--- src/rtl/vc_buf_pkg.sv ---
// -----------------------------------------------------------------------------
// vc_buf_pkg
// Shared definitions for the virtual-channel buffer bank:
//   - clog2 helper used for pointer, count and VC-index widths
//   - default data width, depth and channel count
//   - bit positions of the per-slice status flag vector
// No ports (package).
// -----------------------------------------------------------------------------
package vc_buf_pkg;

   localparam int BW_DEF     = 6;
   localparam int DEPTH_DEF  = 16;
   localparam int NUM_VC_DEF = 2;

   // Bit positions inside the flag vector each slice reports to the top
   localparam int FULL      = 0;
   localparam int EMPTY     = 1;
   localparam int AF        = 2;
   localparam int AE        = 3;
   localparam int ERR       = 4;
   localparam int NUM_FLAGS = 5;

   // Ceiling log2; clog2(1) = 0
   function automatic int clog2(input int value);
      int r;
      r = 0;
      while ((1 << r) < value) r++;
      return r;
   endfunction

endpackage

--- src/rtl/vc_fifo_slice.sv ---
// -----------------------------------------------------------------------------
// vc_fifo_slice
// Storage, pointers, occupancy count, status flags and sticky error for one
// virtual channel.
// Ports:
//   clk, reset        rising-edge clock, synchronous active-high reset
//   wr_en, data_in    write request (already steered to this VC)
//   rd_en             pop request
//   data_out          registered read data, holds when no pop
//   flags             {ERR, AE, AF, EMPTY, FULL} at vc_buf_pkg positions
//   count             registered occupancy
//   peak              high-water mark (only with VC_BUF_OCC_EN defined)
// -----------------------------------------------------------------------------
module vc_fifo_slice
   import vc_buf_pkg::*;
#(
   parameter int  BW     = BW_DEF,
   parameter int  DEPTH  = DEPTH_DEF,
   parameter int  AF_TOL = 1,
   parameter int  AE_TOL = 1,
   localparam int AW     = clog2(DEPTH),
   localparam int CW     = clog2(DEPTH + 1)
)(
   input  logic                 clk,
   input  logic                 reset,
   input  logic                 wr_en,
   input  logic [BW-1:0]        data_in,
   input  logic                 rd_en,
   output logic [BW-1:0]        data_out,
   output logic [NUM_FLAGS-1:0] flags,
   output logic [CW-1:0]        count
`ifdef VC_BUF_OCC_EN
   ,
   output logic [CW-1:0]        peak
`endif
);

   logic [BW-1:0] mem [DEPTH];
   logic [AW-1:0] wr_ptr;
   logic [AW-1:0] rd_ptr;
   logic [CW-1:0] count_nxt;
   logic          do_wr;
   logic          do_rd;
   logic          ovf;
   logic          udf;

   // A pop frees a slot in the same cycle, so a full slice still accepts a
   // write that arrives together with a pop. A pop on an empty slice is never
   // serviced, even if a write lands in the same cycle.
   always_comb begin
      do_wr     = wr_en && (!flags[FULL] || rd_en);
      do_rd     = rd_en && !flags[EMPTY];
      ovf       = wr_en && flags[FULL] && !rd_en;
      udf       = rd_en && flags[EMPTY];
      count_nxt = count + CW'(do_wr) - CW'(do_rd);
   end

   // Storage is never cleared; reset only rewinds pointers so stale entries
   // cannot be reached.
   always_ff @(posedge clk) begin
      if (do_wr) mem[wr_ptr] <= data_in;
   end

   // When full with write+pop, wr_ptr == rd_ptr: the read below samples the
   // old entry because the write above is non-blocking.
   always_ff @(posedge clk) begin
      if (reset) begin
         wr_ptr      <= '0;
         rd_ptr      <= '0;
         count       <= '0;
         data_out    <= '0;
         flags       <= '0;
         flags[EMPTY] <= 1'b1;
         flags[AE]    <= 1'b1;
      end else begin
         if (do_wr) wr_ptr <= wr_ptr + AW'(1);
         if (do_rd) begin
            rd_ptr   <= rd_ptr + AW'(1);
            data_out <= mem[rd_ptr];
         end
         count      <= count_nxt;
         // Flags come from the next count so they line up with count
         flags[FULL]  <= (count_nxt == CW'(DEPTH));
         flags[EMPTY] <= (count_nxt == '0);
         flags[AF]    <= (count_nxt >= CW'(DEPTH - AF_TOL));
         flags[AE]    <= (count_nxt <= CW'(AE_TOL));
         flags[ERR]   <= flags[ERR] | ovf | udf;
      end
   end

`ifdef VC_BUF_OCC_EN
   always_ff @(posedge clk) begin
      if (reset)                 peak <= '0;
      else if (count_nxt > peak) peak <= count_nxt;
   end
`endif

endmodule

--- src/rtl/vc_buffer_bank.sv ---
// -----------------------------------------------------------------------------
// vc_buffer_bank
// NUM_VC independent virtual-channel FIFOs behind one shared write port,
// steered by wr_vc. Each VC has its own pop strobe, data output, flags and
// sticky error. Optional occupancy outputs are enabled with VC_BUF_OCC_EN.
// Ports:
//   clk, reset        rising-edge clock, synchronous active-high reset
//   valid_in          write strobe
//   wr_vc             target VC of the write
//   data_in           write data
//   vc_rd             per-VC pop strobes
//   vc_data_out       per-VC read data, VC i at [i*BW +: BW]
//   vc_full/vc_empty/vc_almost_full/vc_almost_empty/vc_error  per-VC status
//   wr_vc_invalid     one-cycle registered pulse for a write to wr_vc >= NUM_VC
//   vc_count, vc_peak per-VC count and high-water mark (VC_BUF_OCC_EN only)
// -----------------------------------------------------------------------------
module vc_buffer_bank
   import vc_buf_pkg::*;
#(
   parameter int  BW     = BW_DEF,
   parameter int  DEPTH  = DEPTH_DEF,
   parameter int  NUM_VC = NUM_VC_DEF,
   parameter int  AF_TOL = 1,
   parameter int  AE_TOL = 1,
   localparam int VC_W   = (NUM_VC > 1) ? clog2(NUM_VC) : 1,
   localparam int CW     = clog2(DEPTH + 1)
)(
   input  logic                 clk,
   input  logic                 reset,
   input  logic                 valid_in,
   input  logic [VC_W-1:0]      wr_vc,
   input  logic [BW-1:0]        data_in,
   input  logic [NUM_VC-1:0]    vc_rd,
   output logic [NUM_VC*BW-1:0] vc_data_out,
   output logic [NUM_VC-1:0]    vc_full,
   output logic [NUM_VC-1:0]    vc_empty,
   output logic [NUM_VC-1:0]    vc_almost_full,
   output logic [NUM_VC-1:0]    vc_almost_empty,
   output logic [NUM_VC-1:0]    vc_error,
   output logic                 wr_vc_invalid
`ifdef VC_BUF_OCC_EN
   ,
   output logic [NUM_VC*CW-1:0] vc_count,
   output logic [NUM_VC*CW-1:0] vc_peak
`endif
);

   logic [NUM_VC-1:0]    wr_sel;
   logic [NUM_VC*CW-1:0] cnt_all;

   // Out-of-range indices match no slice, so such writes fall away here
   always_comb begin
      wr_sel = '0;
      for (int i = 0; i < NUM_VC; i++) begin
         wr_sel[i] = valid_in && (wr_vc == VC_W'(i));
      end
   end

   always_ff @(posedge clk) begin
      if (reset) wr_vc_invalid <= 1'b0;
      else       wr_vc_invalid <= valid_in && (int'(wr_vc) >= NUM_VC);
   end

   for (genvar i = 0; i < NUM_VC; i++) begin : g_vc
      logic [NUM_FLAGS-1:0] flags;

      vc_fifo_slice #(
         .BW     (BW),
         .DEPTH  (DEPTH),
         .AF_TOL (AF_TOL),
         .AE_TOL (AE_TOL)
      ) u_slice (
         .clk      (clk),
         .reset    (reset),
         .wr_en    (wr_sel[i]),
         .data_in  (data_in),
         .rd_en    (vc_rd[i]),
         .data_out (vc_data_out[i*BW +: BW]),
         .flags    (flags),
         .count    (cnt_all[i*CW +: CW])
`ifdef VC_BUF_OCC_EN
         ,
         .peak     (vc_peak[i*CW +: CW])
`endif
      );

      assign vc_full[i]         = flags[FULL];
      assign vc_empty[i]        = flags[EMPTY];
      assign vc_almost_full[i]  = flags[AF];
      assign vc_almost_empty[i] = flags[AE];
      assign vc_error[i]        = flags[ERR];
   end

`ifdef VC_BUF_OCC_EN
   assign vc_count = cnt_all;
`else
   // Counts are internal only in this build
   logic unused_cnt;
   assign unused_cnt = ^cnt_all;
`endif

endmodule
--- config.mk ---
export PLATFORM = sky130hd
export DESIGN_NAME = vc_buffer_bank
export DESIGN_NICKNAME = d
export VERILOG_FILES = /design/src/rtl/vc_buf_pkg.sv /design/src/rtl/vc_fifo_slice.sv /design/src/rtl/vc_buffer_bank.sv
export SDC_FILE = /design/constraint.sdc
export NUM_CORES = 1
export LEC_CHECK = 0
export ABC_AREA = 1
export CAP_MARGIN = 5
export CORE_ASPECT_RATIO = 0.5
export CORE_MARGIN = 10
export CORE_UTILIZATION = 50
export CTS_CLUSTER_SIZE = 14
export DETAILED_ROUTE_END_ITERATION = 8
export PLACE_DENSITY = 0.66
export SYNTH_ARGS = -nofsm -noshare
export SYNTH_HDL_FRONTEND = slang
export SYNTH_SLANG_ARGS = --single-unit
--- constraint.sdc ---
create_clock -name clk -period 4.1 [get_ports clk]
set_input_delay 0.82 -clock clk [delete_from_list [all_inputs] [get_ports clk]]
set_output_delay 0.82 -clock clk [all_outputs]
set_load 0.005 [all_outputs]
After elaboration in Yosys (flattened, before gate mapping)
Memories as Yosys holds them, arrays and structs flattened. A register that Yosys moved wholly into a read port is not among the register bits.
Index checks and enable logic that the tools add are counted.
{ "classes": {"addsub": 8, "bitwise": 5, "reduce_logical": 22, "muxes": 4, "n_eq_ne": 2, "magnitude_cmp": 4} }
{ "ops": {"columns": ["op", "count"], "rows": [
  ["4-bit by 1-bit adder with 4-bit output, second input constant", 4],
  ["1-bit logical AND", 12],
  ["5-bit by 1-bit adder with 5-bit output", 2],
  ["5-bit == test, second input constant", 2],
  ["5-bit by 4-bit >= comparator with 1-bit output, second input constant", 2],
  ["5-bit by 1-bit less-or-equal comparator with 1-bit output, second input constant", 2],
  ["5-bit logical NOT", 2],
  ["5-bit by 1-bit subtractor with 5-bit output", 2],
  ["1-bit logical NOT", 6],
  ["1-bit 2-to-1 mux", 4],
  ["1-bit bitwise OR", 4],
  ["1-bit logical OR", 2],
  ["1-bit inverter", 1]
]} }
{ "totals": {"ramBits": 192, "in_bits": 12, "word_cells": 55, "n_memories": 2, "register_bits": 36, "out_inout_bits": 23} }
{ "memory_table": {"columns": ["name", "words", "width", "read_ports", "rd_ports_with_merged_regs", "wr", "line", "text"], "rows": [
  ["g_vc[0].u_slice.mem", 16, 6, 1, 1, 1, "vc_fifo_slice.sv:38", "logic [BW-1:0] mem [DEPTH];"],
  ["g_vc[1].u_slice.mem", 16, 6, 1, 1, 1, "vc_fifo_slice.sv:38", null]
]} }

Longest topological paths before layout
Gate-level depths: netlist (run 1).
{ "logic_depth": {"word_depth": 6, "depth_mapped": 14, "mapped_depth_nobuf": 13} }

By module
A second synthesis (run 1) with hierarchy kept.
{ "hier_totals": {"hier_cells": 956, "area_unflattened_um2": 10102.2} }
{ "by_module_without_submodules": {"columns": ["module", "n_inst", "seq_area_each_um2", "area_each_um2", "cells_each"], "rows": [
  ["vc_fifo_slice at g_vc[0].u_slice", 1, 3363.2, 5039.8, 476],
  ["vc_fifo_slice at g_vc[1].u_slice", 1, 3363.2, 5033.6, 474],
  ["vc_buffer_bank", 1, 0.0, 28.8, 6]
]} }

Worst setup path after synthesis (run 1)
OpenSTA, ideal clock, no wires.
{ "synth_path": {"kind": "input to register", "from": "input vc_rd[0]", "to": "register g_vc[0].u_slice.flags[2]", "t_required_ps": 3979, "n_path_buf": 1, "arrival_time_ps": 2768, "setup_ps": 121, "stages": 14, "setup_slack_ps": 1211, "path_cell_list": "inv_1 nor2_2 buf_2 ha_1 inv_1 ha_1 inv_1 fa_1 nand3b_1 nand2_1 xor2_1 nor2_1 inv_1 o21ai_0"} }
{ "synth_between": {"word_cells_on_any_way": 6, "cone_classes": "2 x add/sub; 1 x order compare; 3 x reduce/logical"} }
{ "synth_rtl": {"columns": ["item", "line", "text"], "rows": [
  ["start: declaration", "vc_buffer_bank.sv:33", "input logic [NUM_VC-1:0] vc_rd,"],
  ["1-bit logical AND", "vc_fifo_slice.sv:52", "do_rd = rd_en && !flags[EMPTY];"],
  ["net g_vc[0].u_slice.do_rd", "vc_fifo_slice.sv:43", "logic do_rd;"],
  ["5-bit by 1-bit subtractor with 5-bit output", "vc_fifo_slice.sv:55", "count_nxt = count + CW'(do_wr) - CW'(do_rd);"],
  ["5-bit by 4-bit >= comparator with 1-bit output", "vc_fifo_slice.sv:85", "flags[AF] <= (count_nxt >= CW'(DEPTH - AF_TOL));"],
  ["end signal: indexed assignment", "vc_fifo_slice.sv:85", null],
  ["end signal: indexed assignment", "vc_fifo_slice.sv:86", "flags[AE] <= (count_nxt <= CW'(AE_TOL));"],
  ["end signal: indexed assignment", "vc_fifo_slice.sv:87", "flags[ERR] <= flags[ERR] | ovf | udf;"],
  ["end: declaration", "vc_fifo_slice.sv:30", "output logic [NUM_FLAGS-1:0] flags,"]
]} }
The timed path passes the listed nets, and every way through them passes these cells.
A chain may end at the register's enable or synchronous reset.

Final worst setup path (run 1)
{ "layout_path": {"from": "input vc_rd[1]", "to": "register g_vc[1].u_slice.flags[2]"} }
{ "layout_between": {"elab_chain_len": 5, "word_cells_on_any_way": 6, "cone_classes": "2 x add/sub; 1 x order compare; 3 x reduce/logical"} }
{ "layout_rtl": {"columns": ["item", "line", "text"], "rows": [
  ["1-bit logical OR", "vc_fifo_slice.sv:51", "do_wr = wr_en && (!flags[FULL] || rd_en);"],
  ["1-bit logical AND", "vc_fifo_slice.sv:51", null],
  ["5-bit by 1-bit adder with 5-bit output", "vc_fifo_slice.sv:55", null],
  ["5-bit by 1-bit subtractor with 5-bit output (*)", "vc_fifo_slice.sv:55", null],
  ["5-bit by 4-bit >= comparator with 1-bit output (*)", "vc_fifo_slice.sv:85", null],
  ["end signal: indexed assignment", "vc_fifo_slice.sv:85", null],
  ["end signal: indexed assignment", "vc_fifo_slice.sv:86", null],
  ["end signal: indexed assignment", "vc_fifo_slice.sv:87", null],
  ["end: declaration", "vc_fifo_slice.sv:30", null]
]} }
Every way passes the cells marked *; elsewhere a longest branch is shown, timed or not.

==> insert_results.sql, run 1 <==
INSERT INTO impl_metrics (metric_group, metric, value, unit) VALUES
('run_status', 'status', 'completed', ''),
('cells_and_area', 'multiInputGateArea', '2846', 'µm²'),
('clock_tree', 'clock_path_buffers', '3', ''),
('placed_design', 'numPortBuffers', '33', ''),
('global_routing', 'grt_antenna_before_repair', '0', ''),
('setup_path', 'cp_max_fo', '17', ''),
('cells_and_area', 'layout.filler_cells', '1671', ''),
('pwr', 'p_int', '4.376', 'mW'),
('pwr', 'power_switching_share', '28.65', '%'),
('floorplan', 'floorplan.initialDensity', '51.43', '%'),
('timing', 'worst_hold_slack', '505.5', 'ps'),
('clock_tree', 'post_cts.repair.setup_buffers', '0', ''),
('synthesis', 'synth_seq_area_share', '66.59', '%'),
('routing', 'sum_of_routed_wire_length_over_all_layers', '21600', 'µm'),
('timing', 'final.setup.tns', '0', 'ps'),
('synthesis', 'ys.warnings.count', '0', ''),
('synthesis', 'avgSynthCellArea', '10.49', 'µm²'),
('clock_tree', 'ctsHtreeMaxLevel', '1', ''),
('timing', 'rsz0062_at_grt', 'false', ''),
('pwr', 'ir_drop', '0.3050', 'mV'),
('pwr', 'p_per_area', '545.4', 'nW/µm²'),
('pwr', 'power_frac_comb', '21.2', '%'),
('setup_path', 'type_of_element_capturing_the_critical_path', 'register', ''),
('setup_path', 'timing.critical_path.required', '4470', 'ps'),
('routing', 'drtAntennaViolNets', '0', ''),
('pwr', 'power.leakage', '4.255', 'nW'),
('placed_design', 'hpwl', '13530', 'µm'),
('cells_and_area', 'diodes', '0', ''),
('synthesis', 'syn_nets', '997', ''),
('floorplan', 'fp.dieArea', '26630', 'µm²'),
('timing', 'final-setup-viol-count', '0', ''),
('floorplan', 'top_level_ports', '35', ''),
('worst_hold_path', 'worst_hold_path_type', 'register to register', ''),
('cells_and_area', 'final_cell_area', '11240', 'µm²'),
('global_routing', 'grt-ovfl-total', '0', ''),
('synthesis', 'syn_inst', '963', ''),
('timing', 'maxClockFrequency', '348.3', 'MHz'),
('cells_and_area', 'share_of_post_route_cells_with_drive_strength_above_1', '4.990', '%'),
('timing', 'report.final.slew_viol_count', '0', ''),
('routing', 'dr_total_vias', '6709', ''),
('timing', 'worstMarginPinSlew', '1068', 'ps'),
('synthesis', 'synth.ff_latch_count', '240', ''),
('global_routing', 'grt_pass1_vias', '6450', ''),
('clock_tree', 'cts_hold_buffers', '0', ''),
('job', 'number_of_maximum_capacitance_violations', '0', ''),
('pwr', 'power.clock.fraction', '32.4', '%'),
('routing', 'viasPerCell', '5.291', ''),
('clock_tree', 'cts_root_buffer', 'clkbuf_16', ''),
('routing', 'drt_first_pass_iters', '5', ''),
('pwr', 'power_frac_seq', '46.4', '%'),
('timing', 'finalHoldViolations', '0', ''),
('global_routing', 'maximum_number_of_pins_on_one_net_before_global_route_repair', '50', ''),
('routing', 'drcViolationCount', '0', ''),
('floorplan', 'area_of_the_placeable_core', '19640', 'µm²'),
('clock_tree', 'clkLatencyLatePin', '500', 'ps'),
('setup_path', 'timing.critical_path.arrival', '3240', 'ps'),
('clock_tree', 'numClockSinks', '240', ''),
('clock_tree', 'cts-buffers-inserted', '22', ''),
('global_routing', 'wire_length_of_the_first_global_routing_pass', '34670', 'µm'),
('synthesis', 'synth.cell_area', '10100', 'µm²'),
('routing', 'detail_route.wl_per_cell', '17.04', 'µm'),
('floorplan', 'die-width', '221.0', 'µm'),
('floorplan', 'die-height', '120.5', 'µm'),
('timing', 'fin_skew', '7.829', 'ps'),
('cells_and_area', 'nNetsFinal', '1021', ''),
('routing', 'detail_route.iter0.violations', '615', ''),
('timing', 'slew_headroom', '28.70', '%'),
('clock_tree', 'post_cts_resize_count', '0', ''),
('cells_and_area', 'syn_to_layout_area_delta', '11.32', '%'),
('setup_path', 'critPathKind', 'primary input to register', ''),
('floorplan', 'row_count', '36', ''),
('cells_and_area', 'seq_area', '6726', 'µm²'),
('global_routing', 'grt_usage', '15.91', '%'),
('synthesis', 'ys_types', '27', ''),
('placed_design', 'placed_area', '10560', 'µm²'),
('timing', 'final.period_utilization', '70.02', '%'),
('clock_tree', 'cts_tree', 'yes', ''),
('timing', 'final.min_clock_period', '2871', 'ps'),
('placed_design', 'globalplace.congestion', '0.8600', ''),
('pwr', 'power.net_switching', '1.757', 'mW'),
('clock_tree', 'path_clk_slew', '60', 'ps'),
('setup_path', 'worstSetupStartpointType', 'primary input', '');
[synthesized netlist by cell type, drive strengths merged]
cell type | number | share of area, %
nand2 | 293 | 11
edfxtp | 192 | 57
nand3 | 170 | 8.4
nor2 | 80 | 3.0
inv | 62 | 2.4
dfxtp | 48 | 9.5
buf | 42 | 2.8
a21oi | 23 | 1.3
ha | 20 | 2.5
o21ai | 10 | 0.50
nor3 | 4 | 0.20
xor2 | 4 | 0.35
clkbuf | 3 | 0.11
xnor2 | 3 | 0.26
fa | 2 | 0.40
nand4 | 2 | 0.12
nor4 | 2 | 0.12
conb | 1 | 0.037
nand3b | 1 | 0.074
or2 | 1 | 0.062
[worst max-delay path, cell delays in order]
cell             delay, ps
clkdlybuf4s50_1        480
inv_1                   90
nor2_2                  80
buf_4                  210
ha_1                   260
inv_1                   60
ha_1                   160
inv_1                   60
fa_1                   390
o21ai_0                240
nand2_1                120
nand3_1                150
o21ai_0                120
[area by class of cell]
type                    instances  share of cell area (%)
repair buffers                 45                   3.694
clock inverters                 6                  0.4673
clock buffers                  33                   5.630
inverters                      62                   2.114
multi-input cells             616                   25.31
flip-flops and latches        240                   59.82
well taps                     266                   2.960
[per-layer routing]
metal | vias to the layer above | track usage [%] | share of wire, %
li1 | 3285 | - | -
met1 | 3215 | 20.67 | 44
met2 | 172 | 27.15 | 48
met3 | 37 | 2.718 | 5.2
met4 | 0 | 4.424 | 2.4
met5 | - | 0 | 0
[cell families (layout without fill, tap and decap cells)]
logic type	after synthesis	count (layout)	share of synthesized area, %
other cells	1	1	0.03713
flops	240	240	66.59
buf+inv	107	146	5.227
fa+ha+maj	22	22	2.874
xor+xnor	7	7	0.6070
compound gates	33	33	1.747
simple gates	553	553	22.92
[placed cells by master, fill, tap and decap left out]
cell type	count
nand2_1	293
edfxtp_1	192
nand3_1	170
nor2_1	78
inv_1	58
dfxtp_1	48
clkdlybuf4s50_1	32
clkbuf_16	23
a21oi_1	22
ha_1	20
buf_4	12
o21ai_0	10
clkbuf_1	8
nor3_1	4
xor2_1	4
xnor2_1	3
clkinv_2	3
nor2_2	2
inv_4	2
inv_2	2
nor4_1	2
nand4_1	2
fa_1	2
clkinv_1	2
clkbuf_8	2
a21oi_4	1
nand3b_1	1
or2_2	1
conb_1	1
bufinv_16	1
buf_2	1
[worst paths after layout]
kind / startpoint / depth (start not counted) / slack, ps / to
max: vc_rd[1] / 13 / 1230 / g_vc[1].u_slice.flags[2]
min: g_vc[0].u_slice.flags[0] / 2 / 510 / g_vc[0].u_slice.flags[4]
max reg2reg: g_vc[1].u_slice.rd_ptr[0] / 9 / 1710 / g_vc[1].u_slice.data_out[2]
min reg2reg: g_vc[0].u_slice.flags[0] / 2 / 510 / g_vc[0].u_slice.flags[4]
[power by group through the flow]
stage               combinational [mW]  clock, mW  sequential [mW]
global placement                  1.27          0             2.90
CTS                               1.31       2.02             2.85
floorplan                        0.939          0             2.88
detailed placement                1.30          0             2.90
finish                            1.30       1.98             2.85
global route                      1.48       2.12             2.86
[state kept, by name, indices dropped and copies added, names as in the netlist]
name	count
g_vc.u_slice.mem	192
g_vc.u_slice.data_out	12
g_vc.u_slice.count	10
g_vc.u_slice.flags	10
g_vc.u_slice.rd_ptr	8
g_vc.u_slice.wr_ptr	8
[stage by stage]
stage / worst slack, ps / std cells / total power [mW] / utilization [%]
5_1_grt: 1033 / 1268 / 6.462 / 57.26
4_1_cts: 1255 / 1268 / 6.171 / 57.26
6_report: 1229 / 1268 / 6.133 / 57.26
3_5_place_dp: 760.2 / 1229 / 4.197 / 53.77
2_1_floorplan: 1211 / 963 / 3.816 / -
3_3_place_gp: 847.3 / 1229 / 4.166 / 53.77
(Power assumes the default switching activity.)
==> run 2: changes to the inputs <==
Clock period 4.1 ns to 3 ns, I/O delays scaled along.
==> run 2 against run 1 <==
Compared with the run above: register-to-register slack got worse by 880 ps; sequential power rose by 35%; total power rose by 36%; critical endpoint is now g_vc[0].u_slice.flags[2]; critical path depth rose by 1; non-clock buffer count rose by 17; via count rose by 1.7%; hold slack improved by 1.1 ps; clock-buffer cell count rose by 1; critical path type unchanged; highest routed layer unchanged; design area rose by 0.91%.
==> insert_results.sql, run 2 (synthesis gave the netlist of run 1 again) <==
INSERT INTO impl_metrics (metric_group, metric, value, unit) VALUES
('timing', 'worstMarginPinSlew', '660.0', 'ps'),
('routing', 'dr_total_vias', '6822', ''),
('routing', 'maxUsedRoutingLayer', 'met4', ''),
('clock_tree', 'post_cts.repair.setup_buffers', '0', ''),
('floorplan', 'die-height', '120.5', 'µm'),
('cells_and_area', 'multiInputGateArea', '2846', 'µm²'),
('pwr', 'p_per_area', '733.4', 'nW/µm²'),
('timing', 'rsz0062_at_grt', 'false', ''),
('placed_design', 'numPortBuffers', '33', ''),
('routing', 'detail_route.iter0.violations', '486', ''),
('setup_path', 'worstSetupStartpointType', 'primary input', ''),
('routing', 'detail_route.wl_per_cell', '17.08', 'µm'),
('cells_and_area', 'flip_flop_count_of_the_largest_register_all_copies_and_words_added', '192', ''),
('floorplan', 'floorplan.initialDensity', '51.43', '%'),
('global_routing', 'maximum_number_of_pins_on_one_net_before_global_route_repair', '50', ''),
('clock_tree', 'clkLatencyLatePin', '500', 'ps'),
('placed_design', 'globalplace.congestion', '0.8122', ''),
('cells_and_area', 'seq_area', '6726', 'µm²'),
('cells_and_area', 'fin_util', '57.78', '%'),
('setup_path', 'critPathKind', 'primary input to register', ''),
('floorplan', 'fp.dieArea', '26630', 'µm²'),
('placed_design', 'placedCellCount', '1246', ''),
('cells_and_area', 'diodes', '0', ''),
('pwr', 'p_total', '8.322', 'mW'),
('global_routing', 'grt-ovfl-total', '0', ''),
('setup_path', 'timing.critical_path.required', '3380', 'ps'),
('cells_and_area', 'nNetsFinal', '1038', ''),
('routing', 'sum_of_routed_wire_length_over_all_layers', '21970', 'µm'),
('timing', 'final.min_clock_period', '2477', 'ps'),
('timing', 'final-setup-viol-count', '0', ''),
('pwr', 'ir_drop', '0.4152', 'mV'),
('timing', 'report.final.slew_viol_count', '0', ''),
('timing', 'final.setup.tns', '0', 'ps'),
('cells_and_area', 'layout.cells.most_common_list', '293 x nand2_1, 192 x edfxtp_1, 170 x nand3_1', ''),
('clock_tree', 'cts_hold_buffers', '0', ''),
('routing', 'drtAntennaViolNets', '0', ''),
('global_routing', 'grt_usage', '15.98', '%'),
('cells_and_area', 'final_common_cell', 'nand2_1', ''),
('floorplan', 'area_of_the_placeable_core', '19640', 'µm²'),
('timing', 'fin_skew', '9.148', 'ps'),
('timing', 'final.period_utilization', '82.56', '%'),
('timing', 'worst_hold_slack', '506.6', 'ps'),
('timing', 'maxClockFrequency', '403.8', 'MHz'),
('cells_and_area', 'share_of_post_route_cells_with_drive_strength_above_1', '6.471', '%'),
('clock_tree', 'post_cts_resize_count', '0', ''),
('clock_tree', 'cts_root_buffer', 'clkbuf_16', ''),
('routing', 'drt_first_pass_iters', '5', ''),
('cells_and_area', 'layout.filler_cells', '1664', ''),
('floorplan', 'row_count', '36', ''),
('global_routing', 'grt_antenna_before_repair', '0', ''),
('routing', 'viasPerCell', '5.305', ''),
('setup_path', 'cp_max_fo', '3', ''),
('clock_tree', 'numClockSinks', '240', ''),
('routing', 'drcViolationCount', '0', ''),
('cells_and_area', 'layout.cells.non_filler', '1286', ''),
('global_routing', 'wire_length_of_the_first_global_routing_pass', '34690', 'µm'),
('pwr', 'power.leakage', '4.331', 'nW'),
('clock_tree', 'cts-buffers-inserted', '22', ''),
('timing', 'finalHoldViolations', '0', ''),
('clock_tree', 'cts_tree', 'yes', ''),
('floorplan', 'top_level_ports', '35', ''),
('setup_path', 'timing.critical_path.arrival', '2860', 'ps'),
('job', 'number_of_maximum_capacitance_violations', '0', ''),
('clock_tree', 'clock_path_buffers', '3', ''),
('routing', 'met2RoutedLength', '10480', 'µm'),
('cells_and_area', 'largest_register', 'g_vc.u_slice.mem', ''),
('run_status', 'status', 'completed', ''),
('clock_tree', 'path_clk_slew', '60', 'ps'),
('cells_and_area', 'reg_top3', 'g_vc.u_slice.mem (192), g_vc.u_slice.data_out (12)', ''),
('floorplan', 'die-width', '221.0', 'µm'),
('worst_hold_path', 'worst_hold_path_type', 'register to register', ''),
('routing', 'met3RoutedLength', '1362', 'µm'),
('global_routing', 'grt_pass1_vias', '6746', ''),
('timing', 'slew_headroom', '55.95', '%'),
('placed_design', 'hpwl', '13710', 'µm'),
('cells_and_area', 'syn_to_layout_area_delta', '12.34', '%'),
('routing', 'wl_met1', '9620', 'µm'),
('clock_tree', 'ctsHtreeMaxLevel', '1', ''),
('setup_path', 'type_of_element_capturing_the_critical_path', 'register', '');
==> run 2: final timing paths <==
check	startpoint	to	slack (ps)	depth (start not counted)
worst min-delay path	g_vc[0].u_slice.flags[0]	g_vc[0].u_slice.flags[4]	510	2
worst min register to register	g_vc[0].u_slice.flags[0]	g_vc[0].u_slice.flags[4]	510	2
worst max-delay path	vc_rd[0]	g_vc[0].u_slice.flags[2]	520	14
worst max register to register	g_vc[0].u_slice.flags[1]	g_vc[0].u_slice.flags[2]	830	12
==> run 2: final cells by class <==
type,count,area share [%]
clock buffers,34,5.524
clock inverters,6,0.2536
inverters,62,2.095
multi-input cells,616,25.09
flip-flops and latches,240,59.28
well taps,266,2.933
repair buffers,62,4.830
==> run 2: metrics by stage <==
stage	setup WS [ps]	instance area [µm²]
detailed placement	20.87	10690
global placement	93.60	10690
floorplan	330.9	10100
global route	392.8	11350
CTS	524.8	11350
finish	523.2	11350
==> run 2: routing by layer <==
metal  global-route usage [%]  up-vias
li1                         -     3324
met1                    20.51     3250
met2                    27.66      207
met3                    2.670       41
met4                    4.381        0
met5                        0        -
==> run 2: where the power goes <==
part / switching, mW / leakage, nW / internal [mW]
Combinational: 1.14 / 1.88 / 0.714
Sequential: 0.0946 / 2.13 / 3.77
Clock: 1.16 / 0.324 / 1.44
==> run 2: critical path, cell delays in order <==
cell             delay, ps
clkdlybuf4s50_1        480
inv_1                   70
nor2_2                 110
ha_1                   240
inv_1                   60
ha_1                   170
inv_1                   60
fa_1                   390
nand3b_1               180
nand2_1                 90
xor2_1                 190
nor2_1                  70
inv_1                   70
o21ai_0                 80
==> run 3: changes to the inputs <==
Settings changed: PLACE_DENSITY 0.66 to 0.69.
Clock period 3 ns to 2.25 ns, I/O delays scaled along.
==> run 3 against run 2 <==
Compared with the run above: sequential power is 34% higher; flip-flop and latch count did not move; register-to-register slack worse by 590 ps; core utilization rose by 2.1 points; via count increased by 1.3%; combinational power increased by 45%; clock-buffer cell count increased by 5; design area is 3.7% higher; cell count rose by 3.0%; largest cell class unchanged.
==> insert_results.sql, run 3 (synthesis gave the netlist of run 1 again) <==
INSERT INTO impl_metrics (metric_group, metric, value, unit) VALUES
('clock_tree', 'path_clk_slew', '60', 'ps'),
('routing', 'drtAntennaViolNets', '0', ''),
('pwr', 'p_per_area', '979.0', 'nW/µm²'),
('pwr', 'power.net_switching', '3.254', 'mW'),
('routing', 'drt_first_pass_iters', '6', ''),
('pwr', 'p_int', '8.268', 'mW'),
('clock_tree', 'clkLatencyLatePin', '500', 'ps'),
('clock_tree', 'cts_tree', 'yes', ''),
('timing', 'maxClockFrequency', '479.2', 'MHz'),
('cells_and_area', 'diodes', '0', ''),
('clock_tree', 'clock_path_buffers', '3', ''),
('cells_and_area', 'multiInputGateArea', '2902', 'µm²'),
('setup_path', 'type_of_element_capturing_the_critical_path', 'register', ''),
('timing', 'final-setup-viol-count', '0', ''),
('timing', 'worst_slack', '163.4', 'ps'),
('cells_and_area', 'share_of_post_route_cells_with_drive_strength_above_1', '10.96', '%'),
('timing', 'rsz0062_at_grt', 'false', ''),
('clock_tree', 'cts_root_buffer', 'clkbuf_16', ''),
('setup_path', 'timing.critical_path.required', '2630', 'ps'),
('setup_path', 'critical_path.reg2reg.endpoint', 'g_vc[0].u_slice.flags[1]', ''),
('placed_design', 'pre_cts_ws', '-532.0', 'ps'),
('pwr', 'ir_drop', '0.5111', 'mV'),
('pwr', 'power_frac_seq', '44.9', '%'),
('clock_tree', 'cts-buffers-inserted', '22', ''),
('clock_tree', 'ctsHtreeMaxLevel', '1', ''),
('setup_path', 'timing.critical_path.arrival', '2470', 'ps'),
('worst_hold_path', 'worst_hold_path_type', 'primary input to register', ''),
('cells_and_area', 'final_cell_area', '11770', 'µm²'),
('routing', 'viasPerCell', '5.221', ''),
('setup_path', 'r2r_start', 'g_vc[0].u_slice.flags[1]', ''),
('routing', 'sum_of_routed_wire_length_over_all_layers', '21440', 'µm'),
('placed_design', 'numPortBuffers', '33', ''),
('cells_and_area', 'layout.cells.most_common_list', '293 x nand2_1, 192 x edfxtp_1, 170 x nand3_1', ''),
('floorplan', 'top_level_ports', '35', ''),
('pwr', 'power_switching_share', '28.24', '%'),
('placed_design', 'hpwl', '13940', 'µm'),
('global_routing', 'wire_length_of_the_first_global_routing_pass', '34620', 'µm'),
('cells_and_area', 'reg_top3', 'g_vc.u_slice.mem (192), g_vc.u_slice.data_out (12)', ''),
('cells_and_area', 'flip_flop_count_of_the_largest_register_all_copies_and_words_added', '192', ''),
('cells_and_area', 'layout.filler_cells', '1607', ''),
('setup_path', 'worstSetupStartpointType', 'primary input', ''),
('placed_design', 'globalplace.congestion', '0.8454', ''),
('floorplan', 'die-height', '120.5', 'µm'),
('timing', 'final.min_clock_period', '2087', 'ps'),
('global_routing', 'grt-ovfl-total', '0', ''),
('cells_and_area', 'seq_area', '6726', 'µm²'),
('timing', 'fin_skew', '12.36', 'ps'),
('cells_and_area', 'largest_register', 'g_vc.u_slice.mem', ''),
('routing', 'detail_route.wl_per_cell', '16.19', 'µm'),
('global_routing', 'grt_usage', '15.74', '%'),
('floorplan', 'row_count', '36', ''),
('floorplan', 'floorplan.initialDensity', '51.43', '%'),
('floorplan', 'die-width', '221.0', 'µm'),
('worst_hold_path', 'launch_instance_of_the_worst_min_delay_path', 'vc_rd[0]', ''),
('timing', 'final.period_utilization', '92.74', '%'),
('worst_hold_path', 'hold_end', 'g_vc[0].u_slice.flags[4]', ''),
('timing', 'report.final.slew_viol_count', '0', ''),
('pwr', 'power.clock.fraction', '31.8', '%'),
('cells_and_area', 'syn_to_layout_area_delta', '16.51', '%'),
('global_routing', 'maximum_number_of_pins_on_one_net_before_global_route_repair', '50', ''),
('cells_and_area', 'final_common_cell', 'nand2_1', ''),
('global_routing', 'grt_pass1_vias', '6729', ''),
('timing', 'slew_headroom', '64.88', '%'),
('setup_path', 'cp_max_fo', '2', ''),
('routing', 'drcViolationCount', '0', ''),
('job', 'number_of_maximum_capacitance_violations', '0', ''),
('setup_path', 'critPathKind', 'primary input to register', ''),
('cells_and_area', 'nNetsFinal', '1076', ''),
('placed_design', 'placed_area', '11020', 'µm²'),
('routing', 'dr_total_vias', '6912', ''),
('clock_tree', 'numClockSinks', '240', ''),
('floorplan', 'fp.dieArea', '26630', 'µm²'),
('timing', 'finalHoldViolations', '0', ''),
('pwr', 'power_frac_comb', '23.3', '%'),
('floorplan', 'area_of_the_placeable_core', '19640', 'µm²'),
('worst_hold_path', 'hold_path_depth', '5', ''),
('setup_path', 'reg2reg_depth', '12', ''),
('run_status', 'status', 'completed', ''),
('pwr', 'power.leakage', '4.575', 'nW'),
('global_routing', 'grt_antenna_before_repair', '0', ''),
('routing', 'detail_route.iter0.violations', '551', ''),
('setup_path', 'rrSetupSlack', '240', 'ps'),
('timing', 'worstMarginPinSlew', '526.3', 'ps');
-- run 3: per-layer routing --
metal	track usage [%]	wire, µm	up-vias
met2	27.40	10400	187
li1	-	-	3397
met4	3.318	301	0
met3	2.453	1197	27
met5	0	0	-
met1	20.55	9543	3301
-- run 3: power by group through the flow --
stage	logic [mW]	clock network, mW	registers [mW]
6_report	2.69	3.66	5.17
5_1_grt	3.05	3.91	5.20
4_1_cts	2.65	3.71	5.17
3_5_place_dp	2.64	0	5.26
3_3_place_gp	2.54	0	5.26
2_1_floorplan	1.77	0	5.25
-- run 3: through the flow --
stage	hold slack [ps]	TNS, ps	std cells	util, %	total power [mW]
final	411.8	0	1324	59.93	11.52
after global routing	452.8	0	1324	59.93	12.16
after CTS	532.3	0	1323	59.80	11.53
after detailed placement	515.5	-6439	1283	56.12	7.899
after global placement	510.9	-4867	1283	56.12	7.803
after floorplan	486.0	-35.03	963	-	7.017
-- run 3: how the worst max path moves through the flow --
stage | from | end | depth (start not counted)
6_report | vc_rd[1] | g_vc[1].u_slice.flags[3] | 13
5_1_grt | vc_rd[1] | g_vc[1].u_slice.flags[0] | 12
4_1_cts | vc_rd[0] | g_vc[0].u_slice.flags[1] | 15
3_5_place_dp | vc_rd[0] | g_vc[0].u_slice.flags[1] | 15
3_3_place_gp | vc_rd[0] | g_vc[0].u_slice.flags[2] | 15
2_1_floorplan | vc_rd[0] | g_vc[0].u_slice.flags[2] | 14
-- run 3: layout make-up --
class | count | area share [%]
clock buffer | 39 | 6.028
clock inverter | 1 | 0.07442
inverter | 62 | 2.126
multi-input combinational | 616 | 24.65
sequential | 240 | 57.15
tap | 266 | 2.828
timing repair buffer | 100 | 7.134
-- run 3: critical path: stages --
cell,delay [ps]
clkdlybuf4s50_1,480
inv_1,80
nor2_4,110
ha_1,230
inv_1,60
ha_1,160
inv_1,60
fa_2,350
o21ai_1,170
or2_2,140
nand2_1,60
nand3_1,80
nand2_1,50
-- run 3: timing repair --
item	in CTS	in global routing
hold buffers	0	0
resized for setup	1	3
pin swaps	1	3
gates cloned	0	0
endpoints found under the setup margin	3	5
setup buffers	0	1
